===== src/rtl/hack_pkg.sv =====
// Shared definitions for the multi-cycle Hack CPU: FSM states, instruction
// field positions, jump codes and reset constants.
package hack_pkg;

  typedef enum logic [2:0] {
    S_FETCH  = 3'd0,
    S_DECODE = 3'd1,
    S_MEM_RD = 3'd2,
    S_EXEC   = 3'd3,
    S_MEM_WR = 3'd4,
    S_HALT   = 3'd5
  } state_e;

  localparam int unsigned INSTR_W = 16;
  localparam int unsigned IS_C    = 15;
  localparam int unsigned ABIT    = 12;
  localparam int unsigned CMP_HI  = 11;
  localparam int unsigned CMP_LO  = 6;
  localparam int unsigned DEST_A  = 5;
  localparam int unsigned DEST_D  = 4;
  localparam int unsigned DEST_M  = 3;
  localparam int unsigned JMP_HI  = 2;
  localparam int unsigned JMP_LO  = 0;

  localparam logic [2:0] J_NULL = 3'b000;
  localparam logic [2:0] J_GT   = 3'b001;
  localparam logic [2:0] J_EQ   = 3'b010;
  localparam logic [2:0] J_GE   = 3'b011;
  localparam logic [2:0] J_LT   = 3'b100;
  localparam logic [2:0] J_NE   = 3'b101;
  localparam logic [2:0] J_LE   = 3'b110;
  localparam logic [2:0] J_MP   = 3'b111;

  localparam state_e              RST_STATE = S_FETCH;
  localparam logic [INSTR_W-1:0]  RST_INSTR = 16'h0000;

  // j[2]: jump if negative, j[1]: if zero, j[0]: if positive
  function automatic logic jump_taken(input logic [2:0] j, input logic ng, input logic zr);
    return (j[2] & ng) | (j[1] & zr) | (j[0] & ~ng & ~zr);
  endfunction

endpackage


===== src/rtl/hack_cpu_mc_if.sv =====
// Instruction-fetch and data-memory req/ack buses of the multi-cycle Hack CPU.
interface hack_cpu_mc_if #(
  parameter int unsigned WIDTH      = 16,
  parameter int unsigned ADDR_WIDTH = 15
);
  logic                  imem_req;
  logic [ADDR_WIDTH-1:0] imem_addr;
  logic                  imem_ack;
  logic [15:0]           imem_rdata;
  logic                  dmem_req;
  logic                  dmem_we;
  logic [ADDR_WIDTH-1:0] dmem_addr;
  logic [WIDTH-1:0]      dmem_wdata;
  logic                  dmem_ack;
  logic [WIDTH-1:0]      dmem_rdata;

  modport master (
    output imem_req, imem_addr, dmem_req, dmem_we, dmem_addr, dmem_wdata,
    input  imem_ack, imem_rdata, dmem_ack, dmem_rdata
  );

  modport slave (
    input  imem_req, imem_addr, dmem_req, dmem_we, dmem_addr, dmem_wdata,
    output imem_ack, imem_rdata, dmem_ack, dmem_rdata
  );
endinterface


===== src/rtl/hack_alu_n.sv =====
// Combinational WIDTH-bit Hack ALU (zx, nx, zy, ny, f, no) with zr/ng flags.
module hack_alu_n #(
  parameter int unsigned WIDTH = 16
) (
  input  logic [WIDTH-1:0] x_i,
  input  logic [WIDTH-1:0] y_i,
  input  logic             zx_i,
  input  logic             nx_i,
  input  logic             zy_i,
  input  logic             ny_i,
  input  logic             f_i,
  input  logic             no_i,
  output logic [WIDTH-1:0] out_o,
  output logic             zr_o,
  output logic             ng_o
);

  logic [WIDTH-1:0] xz, xn, yz, yn, fo;

  always_comb begin
    xz    = zx_i ? '0 : x_i;
    xn    = nx_i ? ~xz : xz;
    yz    = zy_i ? '0 : y_i;
    yn    = ny_i ? ~yz : yz;
    fo    = f_i ? (xn + yn) : (xn & yn);
    out_o = no_i ? ~fo : fo;
    zr_o  = (out_o == '0);
    ng_o  = out_o[WIDTH-1];
  end

endmodule


===== src/rtl/hack_cpu_mc.sv =====
// Multi-cycle parametrised Hack CPU with req/ack instruction and data buses,
// self-loop halt detection and a per-instruction retire pulse.
module hack_cpu_mc
  import hack_pkg::*;
#(
  parameter int unsigned WIDTH      = 16,
  parameter int unsigned ADDR_WIDTH = 15
) (
  input  logic                  clk,
  input  logic                  reset,
  hack_cpu_mc_if.master         bus,
  output logic [ADDR_WIDTH-1:0] pc,
  output logic [WIDTH-1:0]      a_reg,
  output logic [WIDTH-1:0]      d_reg,
  output logic                  retire,
  output logic                  halted
);

  state_e                state_q, state_d;
  logic [ADDR_WIDTH-1:0] pc_q, pc_d;
  logic [WIDTH-1:0]      a_q, a_d, d_q, d_d, mdr_q, mdr_d, res_q, res_d;
  logic [INSTR_W-1:0]    ir_q, ir_d;
  logic                  imem_req_q, imem_req_d;
  logic                  dmem_req_q, dmem_req_d;
  logic                  dmem_we_q, dmem_we_d;
  logic [ADDR_WIDTH-1:0] dmem_addr_q, dmem_addr_d;
  logic [WIDTH-1:0]      dmem_wdata_q, dmem_wdata_d;
  logic                  halted_q, halted_d;

  logic [WIDTH-1:0] alu_y, alu_out, res_c;
  logic             alu_zr, alu_ng, res_zr, res_ng;
  logic             imem_fire, dmem_fire, commit, taken, retire_c;

  assign alu_y = ir_q[ABIT] ? mdr_q : a_q;

  hack_alu_n #(.WIDTH(WIDTH)) u_alu (
    .x_i  (d_q),
    .y_i  (alu_y),
    .zx_i (ir_q[CMP_HI]),
    .nx_i (ir_q[CMP_HI-1]),
    .zy_i (ir_q[CMP_HI-2]),
    .ny_i (ir_q[CMP_HI-3]),
    .f_i  (ir_q[CMP_HI-4]),
    .no_i (ir_q[CMP_LO]),
    .out_o(alu_out),
    .zr_o (alu_zr),
    .ng_o (alu_ng)
  );

  // Commit value is the live ALU result in EXEC, the latched RES after a write
  always_comb begin
    res_c  = (state_q == S_EXEC) ? alu_out : res_q;
    res_zr = (state_q == S_EXEC) ? alu_zr : (res_q == '0);
    res_ng = (state_q == S_EXEC) ? alu_ng : res_q[WIDTH-1];
    taken  = jump_taken(ir_q[JMP_HI:JMP_LO], res_ng, res_zr);
  end

  assign imem_fire = imem_req_q & bus.imem_ack;
  assign dmem_fire = dmem_req_q & bus.dmem_ack;

  always_comb begin
    state_d      = state_q;
    pc_d         = pc_q;
    a_d          = a_q;
    d_d          = d_q;
    ir_d         = ir_q;
    mdr_d        = mdr_q;
    res_d        = res_q;
    dmem_addr_d  = dmem_addr_q;
    dmem_wdata_d = dmem_wdata_q;
    commit       = 1'b0;
    retire_c     = 1'b0;

    case (state_q)
      S_FETCH: begin
        if (imem_fire) begin
          ir_d    = bus.imem_rdata;
          state_d = S_DECODE;
        end
      end
      S_DECODE: begin
        if (!ir_q[IS_C]) begin
          a_d      = WIDTH'(ir_q[IS_C-1:0]);
          pc_d     = pc_q + ADDR_WIDTH'(1);
          retire_c = 1'b1;
          state_d  = S_FETCH;
        end else if (ir_q[ABIT]) begin
          state_d = S_MEM_RD;
        end else begin
          state_d = S_EXEC;
        end
      end
      S_MEM_RD: begin
        if (dmem_fire) begin
          mdr_d   = bus.dmem_rdata;
          state_d = S_EXEC;
        end
      end
      S_EXEC: begin
        res_d = alu_out;
        if (ir_q[DEST_M]) begin
          dmem_wdata_d = alu_out;
          state_d      = S_MEM_WR;
        end else begin
          commit = 1'b1;
        end
      end
      S_MEM_WR: begin
        if (dmem_fire) commit = 1'b1;
      end
      S_HALT:  state_d = S_HALT;
      default: state_d = S_FETCH;
    endcase

    // A, D and pc only change here, so both memory phases see A_old
    if (commit) begin
      if (ir_q[DEST_A]) a_d = res_c;
      if (ir_q[DEST_D]) d_d = res_c;
      pc_d     = taken ? a_q[ADDR_WIDTH-1:0] : pc_q + ADDR_WIDTH'(1);
      retire_c = 1'b1;
      state_d  = (taken && (a_q == WIDTH'(pc_q))) ? S_HALT : S_FETCH;
    end

    imem_req_d = (state_d == S_FETCH);
    dmem_req_d = (state_d == S_MEM_RD) || (state_d == S_MEM_WR);
    dmem_we_d  = (state_d == S_MEM_WR);
    halted_d   = (state_d == S_HALT);
    if (dmem_req_d) dmem_addr_d = a_q[ADDR_WIDTH-1:0];
  end

  always_ff @(posedge clk) begin
    if (reset) begin
      state_q      <= RST_STATE;
      pc_q         <= '0;
      a_q          <= '0;
      d_q          <= '0;
      ir_q         <= RST_INSTR;
      mdr_q        <= '0;
      res_q        <= '0;
      imem_req_q   <= 1'b0;
      dmem_req_q   <= 1'b0;
      dmem_we_q    <= 1'b0;
      dmem_addr_q  <= '0;
      dmem_wdata_q <= '0;
      halted_q     <= 1'b0;
    end else begin
      state_q      <= state_d;
      pc_q         <= pc_d;
      a_q          <= a_d;
      d_q          <= d_d;
      ir_q         <= ir_d;
      mdr_q        <= mdr_d;
      res_q        <= res_d;
      imem_req_q   <= imem_req_d;
      dmem_req_q   <= dmem_req_d;
      dmem_we_q    <= dmem_we_d;
      dmem_addr_q  <= dmem_addr_d;
      dmem_wdata_q <= dmem_wdata_d;
      halted_q     <= halted_d;
    end
  end

  assign bus.imem_req   = imem_req_q;
  assign bus.imem_addr  = pc_q;
  assign bus.dmem_req   = dmem_req_q;
  assign bus.dmem_we    = dmem_we_q;
  assign bus.dmem_addr  = dmem_addr_q;
  assign bus.dmem_wdata = dmem_wdata_q;
  assign pc             = pc_q;
  assign a_reg          = a_q;
  assign d_reg          = d_q;
  assign retire         = retire_c & ~reset;
  assign halted         = halted_q;

endmodule


===== src/flat_wrapper.sv =====
// flat-port wrapper written by rule: the top's interface ports become plain ports
module hack_cpu_mc_flat import hack_pkg::*;
#(
  parameter int unsigned WIDTH      = 16,
  parameter int unsigned ADDR_WIDTH = 15
)
  (clk, reset, pc, a_reg, d_reg, retire, halted, bus_imem_req, bus_imem_addr, bus_dmem_req, bus_dmem_we, bus_dmem_addr, bus_dmem_wdata, bus_imem_ack, bus_imem_rdata, bus_dmem_ack, bus_dmem_rdata);
  hack_cpu_mc_if #(.WIDTH(WIDTH), .ADDR_WIDTH(ADDR_WIDTH)) bus_i ();
  input  logic clk;
  input  logic reset;
  output logic [ADDR_WIDTH-1:0] pc;
  output logic [WIDTH-1:0] a_reg;
  output logic [WIDTH-1:0] d_reg;
  output logic retire;
  output logic halted;
  output wire logic [$bits(bus_i.imem_req)-1:0] bus_imem_req;
  output wire logic [$bits(bus_i.imem_addr)-1:0] bus_imem_addr;
  output wire logic [$bits(bus_i.dmem_req)-1:0] bus_dmem_req;
  output wire logic [$bits(bus_i.dmem_we)-1:0] bus_dmem_we;
  output wire logic [$bits(bus_i.dmem_addr)-1:0] bus_dmem_addr;
  output wire logic [$bits(bus_i.dmem_wdata)-1:0] bus_dmem_wdata;
  input wire logic [$bits(bus_i.imem_ack)-1:0] bus_imem_ack;
  input wire logic [$bits(bus_i.imem_rdata)-1:0] bus_imem_rdata;
  input wire logic [$bits(bus_i.dmem_ack)-1:0] bus_dmem_ack;
  input wire logic [$bits(bus_i.dmem_rdata)-1:0] bus_dmem_rdata;
  assign bus_imem_req = bus_i.imem_req;
  assign bus_imem_addr = bus_i.imem_addr;
  assign bus_dmem_req = bus_i.dmem_req;
  assign bus_dmem_we = bus_i.dmem_we;
  assign bus_dmem_addr = bus_i.dmem_addr;
  assign bus_dmem_wdata = bus_i.dmem_wdata;
  assign bus_i.imem_ack = bus_imem_ack;
  assign bus_i.imem_rdata = bus_imem_rdata;
  assign bus_i.dmem_ack = bus_dmem_ack;
  assign bus_i.dmem_rdata = bus_dmem_rdata;
  hack_cpu_mc #(.WIDTH(WIDTH), .ADDR_WIDTH(ADDR_WIDTH)) u_core (.clk(clk), .reset(reset), .bus(bus_i), .pc(pc), .a_reg(a_reg), .d_reg(d_reg), .retire(retire), .halted(halted));
endmodule

===== config.mk =====
export PLATFORM = sky130hd
export DESIGN_NAME = hack_cpu_mc_flat
export DESIGN_NICKNAME = d
export VERILOG_FILES = /design/src/rtl/hack_pkg.sv /design/src/rtl/hack_cpu_mc_if.sv /design/src/rtl/hack_alu_n.sv /design/src/rtl/hack_cpu_mc.sv /design/src/flat_wrapper.sv
export SDC_FILE = /design/constraint.sdc
export NUM_CORES = 1
export LEC_CHECK = 0
export CAP_MARGIN = 10
export CORE_MARGIN = 2
export CORE_UTILIZATION = 48
export DETAILED_ROUTE_END_ITERATION = 12
export GPL_ROUTABILITY_DRIVEN = 1
export PLACE_DENSITY = 0.82
export SKIP_LAST_GASP = 1
export SYNTH_ARGS = -nofsm -noshare
export SYNTH_HDL_FRONTEND = slang
export SYNTH_SLANG_ARGS = --single-unit

===== constraint.sdc =====
create_clock -name clk -period 4.6 [get_ports clk]
set_input_delay 0.69 -clock clk [delete_from_list [all_inputs] [get_ports clk]]
set_output_delay 0.69 -clock clk [all_outputs]
set_load 0.03 [all_outputs]

# After elaboration in Yosys (flattened, before gate mapping)
# Cells that the tools add are included.
[totals]
register_bits = 133
in_bits = 36
out_inout_bits = 98
elab_cells = 85
[op_classes]
addsub = 2
eq_ne = 10
muxes = 32
bitwise_logic = 16
reduce_logical = 12
[ops]
columns = ["cell", "n"]
rows = [
  ["2-to-1 mux 16 bit", 12],
  ["2-to-1 mux 15 bit", 4],
  ["NOT 16 bit", 3],
  ["zero test 16 bit", 2],
  ["2-to-1 mux 3 bit", 6],
  ["case mux 3 bit (6 select lines)", 1],
  ["adder 16 bit", 1],
  ["bitwise AND 16 bit", 1],
  ["== test 16 x 15 -> 1 bit", 1],
  ["adder 15 x 1 -> 15 bit, second input constant", 1],
  ["== test 3 bit, second input constant", 4],
  ["AND reduction 2 bit", 5],
  ["== test 3 x 2 -> 1 bit, second input constant", 3],
  ["2-to-1 mux 1 bit", 8],
  ["bitwise AND 1 bit", 7],
  ["zero test 3 bit", 2],
  ["== test 3 x 1 -> 1 bit, second input constant", 1],
  ["NOT 1 bit", 3],
  ["inequality test 2 bit, second input constant", 1],
  ["OR 1 bit", 2],
  ["case mux 1 bit (2 select lines)", 1],
  ["nonzero test 2 bit", 1],
  ["logical AND 1 bit", 1],
  ["logical OR 1 bit", 1],
]

# Longest topological paths before layout
[depth]
ltp_word = 18
ltp_mapped = 19
mapped_depth_nobuf = 16

# By module
# Synthesis repeated with hierarchy kept, for this count alone.
[unflattened]
hier_cells = 998
area_unflattened_um2 = 7966.4
[modules_own_cells]
columns = ["mod", "n_inst", "cells_per_inst", "area_each_um2", "seq_area_each_um2"]
rows = [
  ["hack_cpu_mc", 1, 731, 6059.6, 2662.6],
  ["hack_alu_n", 1, 267, 1906.8, 0.0],
]

# Worst setup path after synthesis
# Ideal clock, no wire load.
[synth_path]
path_kind = "reg-to-reg"
from = "register u_core.ir_q[12]"
to = "register u_core.pc_q[1] (netlist: u_core.bus.imem_addr[1])"
setup_time_ns = 0.130
arrival_ns = 4.931
required_ns = 4.470
setup_slack_ns = -0.461
stages_incl_launch_ff = 19
path_buffers = 3
synth_period_minus_slack_ns = 5.061
path_cell_list = "dfxtp_1 -> clkbuf_1 -> clkbuf_1 -> mux2i_1 -> nor2_1 -> xor2_1 -> ha_1 -> o211ai_1 -> o21a_1 -> xnor2_1 -> mux2i_1 -> or4_4 -> a2111o_1 -> a2111o_1 -> a211oi_4 -> or2_4 -> buf_8 -> mux2i_1 -> a211oi_2"
[synth_between]
elab_chain_cells = 15
elab_cells_between_ends = 22
cone_classes = "add/sub: 1; mux: 9; bitwise: 11; reduce/logical: 1"
[synth_lines]
columns = ["item", "line_no", "text"]
rows = [
  ["start, declared", "hack_cpu_mc.sv:22", "logic [INSTR_W-1:0] ir_q, ir_d;"],
  ["start signal, assigned", "hack_cpu_mc.sv:151", "ir_q <= ir_d;"],
  ["2-to-1 mux 16 bit (*)", "hack_cpu_mc.sv:34", "assign alu_y = ir_q[ABIT] ? mdr_q : a_q;"],
  ["2-to-1 mux 16 bit (*)", "hack_alu_n.sv:23", "yz = zy_i ? '0 : y_i;"],
  ["NOT 16 bit", "hack_alu_n.sv:24", "yn = ny_i ? ~yz : yz;"],
  ["2-to-1 mux 16 bit (*)", "hack_alu_n.sv:24", ""],
  ["adder 16 bit or bitwise AND 16 bit (tied branches)", "hack_alu_n.sv:25", "fo = f_i ? (xn + yn) : (xn & yn);"],
  ["2-to-1 mux 16 bit (*)", "hack_alu_n.sv:25", ""],
  ["NOT 16 bit", "hack_alu_n.sv:26", "out_o = no_i ? ~fo : fo;"],
  ["2-to-1 mux 16 bit (*)", "hack_alu_n.sv:26", ""],
  ["zero test 16 bit or 2-to-1 mux 1 bit (tied branches)", "hack_alu_n.sv:27, hack_cpu_mc.sv:54", ""],
  ["2-to-1 mux 1 bit or NOT 1 bit (tied branches)", "hack_cpu_mc.sv:53, hack_pkg.sv:39", ""],
  ["bitwise AND 1 bit or NOT 1 bit (tied branches)", "hack_pkg.sv:39", "return (j[2] & ng) | (j[1] & zr) | (j[0] & ~ng & ~zr);"],
  ["OR 1 bit or bitwise AND 1 bit (tied branches)", "hack_pkg.sv:39", ""],
  ["OR 1 bit (*)", "hack_pkg.sv:39", ""],
  ["2-to-1 mux 15 bit (*)", "hack_cpu_mc.sv:119", "pc_d = taken ? a_q[ADDR_WIDTH-1:0] : pc_q + ADDR_WIDTH'(1);"],
  ["2-to-1 mux 15 bit (*)", "hack_cpu_mc.sv:116", "if (commit) begin"],
  ["end signal, assigned", "hack_cpu_mc.sv:148", "pc_q <= pc_d;"],
  ["end, declared", "hack_cpu_mc.sv:20", "logic [ADDR_WIDTH-1:0] pc_q, pc_d;"],
]
# Every way passes the cells marked *; elsewhere a longest branch is shown, timed or not.
# A chain may end at the register's enable or synchronous reset.

# Final worst setup path
[layout_path]
from = "register u_core.ir_q[12]"
to = "register u_core.pc_q[2] (netlist: u_core.bus.imem_addr[2])"
# The elaborated chain is that of the path after synthesis.

==> results list <==
- Of the total power, the share spent switching nets is 0.258.
- Post-synthesis average cell area: 8.00 um2
- For the worst setup path, the data arrival time is 4850 ps.
* Vias in the first global route: 7439
* Total of endpoints with negative setup slack in the final report: 0
- Measured on the finished design, the core utilization comes to 0.659.
- Primary FF master, synth: sky130_fd_sc_hd__dfxtp_1
- Headroom to the max-slew limit came out at 0.263.
- The share of total power dissipated in sequential elements is 0.417.
* Fmax achieved: 221 MHz
- For this run, global-route usage on met1 was measured as 0.389.
* Final-report hold violation count: 0
* CTS sink cnt: 133
- After layout, the minimum clock period comes to 4530 ps.
* Area delta synth->final: 35.2%
* Cell family with the largest share of critical-path delay: compound AO/OA/AOI/OAI gates
- Portion of total power attributed to combinational logic: 0.119
- Die Footprint: 17000 um2
- For this run the aggregate overflow at the end of global routing stands at 0.
- Worst hold slack: 451 ps
- Synthesis inferred 133 register bits.
- Buffer type at the clock tree root: sky130_fd_sc_hd__clkbuf_16
- IO Count: 134
* Synth warnings: 0
- Worst EP required: 4910 ps
- Final Cycle Share: 0.986
* Dpl hpwl: 19900 um
- Count of flip-flops with a built-in enable after synthesis: 0
- Antenna diodes: 0
* Leakage component of the power: 4.03 nW
- After the first detailed-routing iteration, the DRC count stood at 793.
- For this design the ratio of total power to cell area is 274 nW/um2.
- The internal power of the cells totals 2.10 mW.
- Vias per Instance: 5.74
- The die is 130 um tall.
* Kind of end point of the critical path: flip-flop
- The count of nets left with antenna violations once routing finished came out at 0.
- Gr busiest metal: met2
- The die is 130 um wide.
* H-tree lvl count: 4
* Outcome: finished, final reports clean
- The floorplan has 46 rows.
* Maximum buffer depth of the clock tree: 2
- Routed via count: 7830
* TritonRoute pass-1 iters: 5
- The congestion estimate from routability-driven global placement came to 1.00.
- Library cell contributing the largest single delay on the critical path: sky130_fd_sc_hd__or4b_4
* Synthesized netlist net count: 1011
* Delay of the slowest cell on the worst path: 530 ps
* Largest net degree at the start of global routing: 79
- The max-slew violation count came to 0.
- The first global-routing pass estimated 40700 um of wire.
* Number of instances in the synthesized netlist: 957
- The number of buffers and inverters on the critical path is 2.
* Core footprint: 15700 um2
- IR analysis of the VDD net gives a maximum drop of 0.000261 V.
- Buffers placed on the I/O ports in this run total 133.
* Layout filler cell count: 1316
- Series of cell instances along the critical path: buf_12 -> mux2i_1 -> nor2_1 -> xor2_1 -> ha_1 -> a21oi_1 -> a2bb2oi_1 -> o211ai_1 -> a41o_1 -> or3_1 -> or4b_4 -> a2111oi_4 -> a211oi_4 -> buf_6 -> or2_2 -> and4b_1 -> a311o_1
- Setup TNS: 0 ps
* CTS clock-pin slew for the worst setup and hold paths: 60 ps
- Transition time at the pin with the least slew margin: 1110 ps
- In the synthesized netlist the async set-or-reset flop fraction comes to 0.
- In this run the register-to-register setup slack is 70 ps.
* Unique masters post-synth: 78
- For met2 alone, demand over resource in global routing was 0.522.
- Of the total power, the clock network draws 0.465.
* Class of the most critical setup path: reg -> reg
* Detailed Route WL: 27000 um
- In this run, placement finished with an instance count of 1326.
- In the final design database the tool counted 1191 nets.
- In the global route stage, met3 resource usage came out at 0.0800.
- Antenna violations before repair: 0
- Post-DR wirelength/cell: 19.8 um
* Fraction of layout cells with a size suffix above 1: 0.162
- Switching power total: 0.732 mW
- Share of synthesized area occupied by flip-flops and latches: 0.348
- Between clock sinks in the finished design, the worst skew comes to 9.91 ps.
* TritonCTS buffer count: 17
- The clock reaches the later pin of the worst-skew pair after 430 ps.
* Non-filler cells, final: 1365
- In this run the worst hold path is classified as reg -> reg.
- The worst setup path is launched from a flip-flop.
- TritonCTS built the clock tree.
* Post-synthesis instance area: 7660 um2
- The tool flagged a number of max-cap violations equal to 0.
- Setup repair after global routing missed its margin: true
- Overall global routing resource usage: 0.320
- Critical-path maximum fanout: 14
- Residual DRC: 0
- Starting density of the core: 0.487
## metal layers
layer / vias to the layer above / wire, um
li1: 3694 / -
met1: 3685 / 10800
met2: 370 / 12800
met3: 81 / 2040
met4: 0 / 1340
met5: - / 0
## area by class of cell
cell class	count	area, um2	share of cell area
Multi-Input combinational cell	734	4630	0.447
Clock inverter	13	136	0.0132
Inverter	15	56.3	0.00544
Sequential cell	133	2660	0.257
Clock buffer	18	429	0.0414
Tap cell	216	270	0.0261
Timing Repair Buffer	236	2170	0.209
## power by group through the flow
stage | sequential, mW | combinational, mW | clock, mW
after floorplan | 1.20 | 0.176 | 0
after global placement | 1.21 | 0.315 | 0
after detailed placement | 1.21 | 0.316 | 0
after CTS | 1.18 | 0.322 | 1.33
after global routing | 1.18 | 0.357 | 1.37
final | 1.18 | 0.337 | 1.32
## worst reg2reg max path, stage by stage (launching register included)
cell	delay, ps
sky130_fd_sc_hd__dfxtp_2	360
sky130_fd_sc_hd__buf_12	160
sky130_fd_sc_hd__mux2i_1	240
sky130_fd_sc_hd__nor2_1	80
sky130_fd_sc_hd__xor2_1	260
sky130_fd_sc_hd__ha_1	300
sky130_fd_sc_hd__a21oi_1	250
sky130_fd_sc_hd__a2bb2oi_1	190
sky130_fd_sc_hd__o211ai_1	120
sky130_fd_sc_hd__a41o_1	220
sky130_fd_sc_hd__or3_1	350
sky130_fd_sc_hd__or4b_4	530
sky130_fd_sc_hd__a2111oi_4	370
sky130_fd_sc_hd__a211oi_4	50
sky130_fd_sc_hd__buf_6	150
sky130_fd_sc_hd__or2_2	290
sky130_fd_sc_hd__and4b_1	200
sky130_fd_sc_hd__a311o_1	310
## path summary, 6_finish.rpt
check / end / startpoint / cells past startpoint
worst max-delay path: u_core.bus.imem_addr[2] / u_core.ir_q[12] / 17
worst min-delay path: u_core.bus.dmem_wdata[3] / u_core.bus.dmem_wdata[3] / 2
worst min register to register: u_core.bus.dmem_wdata[3] / u_core.bus.dmem_wdata[3] / 2
worst max register to register: u_core.bus.imem_addr[2] / u_core.ir_q[12] / 17
## metrics by stage
stage	setup WS, ps	cell area [um2]	power, mW
after floorplan	45.9	7670	1.38
after global placement	-28.1	9610	1.52
after detailed placement	-107	9610	1.52
after CTS	9.85	10200	2.83
after global routing	-82.3	10400	2.91
final	65.6	10400	2.84
## logic make-up (layout without fill, tap and decap cells)
kind of cell | Yosys count | count (layout) | synth area share
simple gates | 397 | 398 | 0.240
compound gates | 202 | 202 | 0.178
flops | 133 | 133 | 0.348
buf+inv | 91 | 282 | 0.0627
xor+xnor | 64 | 64 | 0.0732
mux | 52 | 52 | 0.0680
fa+ha+maj | 18 | 18 | 0.0304
## cell usage after synthesis, drive strengths merged, types with 16 or more instances
cell type  instances  area share
ha                17       0.028
buf               26       0.024
clkbuf            50       0.031
a211oi            34       0.038
mux2i             52       0.068
nand2            153       0.075
nor2             111       0.055
xnor2             33       0.038
nand3             28       0.018
dfxtp            133        0.35
and3              18       0.015
a21oi             81       0.053
nand2b            21       0.017
o21ai             16       0.011
xor2              31       0.035
## cell usage in the layout, fill, tap and decap left out, types with 7 or more instances in the layout
| cell type | Yosys | routed |
|---|---|---|
| sky130_fd_sc_hd__a211oi_1 | 29 | 29 |
| sky130_fd_sc_hd__a21oi_1 | 80 | 78 |
| sky130_fd_sc_hd__a31oi_1 | 14 | 12 |
| sky130_fd_sc_hd__and3_1 | 17 | 17 |
| sky130_fd_sc_hd__buf_4 | 15 | 96 |
| sky130_fd_sc_hd__clkbuf_16 | 0 | 17 |
| sky130_fd_sc_hd__clkdlybuf4s50_1 | 0 | 132 |
| sky130_fd_sc_hd__dfxtp_1 | 133 | 132 |
| sky130_fd_sc_hd__ha_1 | 17 | 13 |
| sky130_fd_sc_hd__inv_1 | 15 | 15 |
| sky130_fd_sc_hd__mux2i_1 | 52 | 51 |
| sky130_fd_sc_hd__nand2_1 | 153 | 153 |
| sky130_fd_sc_hd__nand2b_1 | 21 | 21 |
| sky130_fd_sc_hd__nand3_1 | 28 | 26 |
| sky130_fd_sc_hd__nand4_1 | 15 | 15 |
| sky130_fd_sc_hd__nor2_1 | 109 | 108 |
| sky130_fd_sc_hd__o21ai_0 | 14 | 13 |
| sky130_fd_sc_hd__or2_2 | 6 | 7 |
| sky130_fd_sc_hd__xnor2_1 | 33 | 32 |
| sky130_fd_sc_hd__xor2_1 | 31 | 30 |
## timing repair
item / in CTS / in global routing
resized for setup: 6 / 22
cloned: 1 / 0
pin swaps: 6 / 23
hold endpoints to repair: 0 / 0
setup buffers: 1 / 6
hold buffers: 0 / 0
setup endpoints to repair: 19 / 19
No activity file was read; power rests on OpenSTA's default activity.
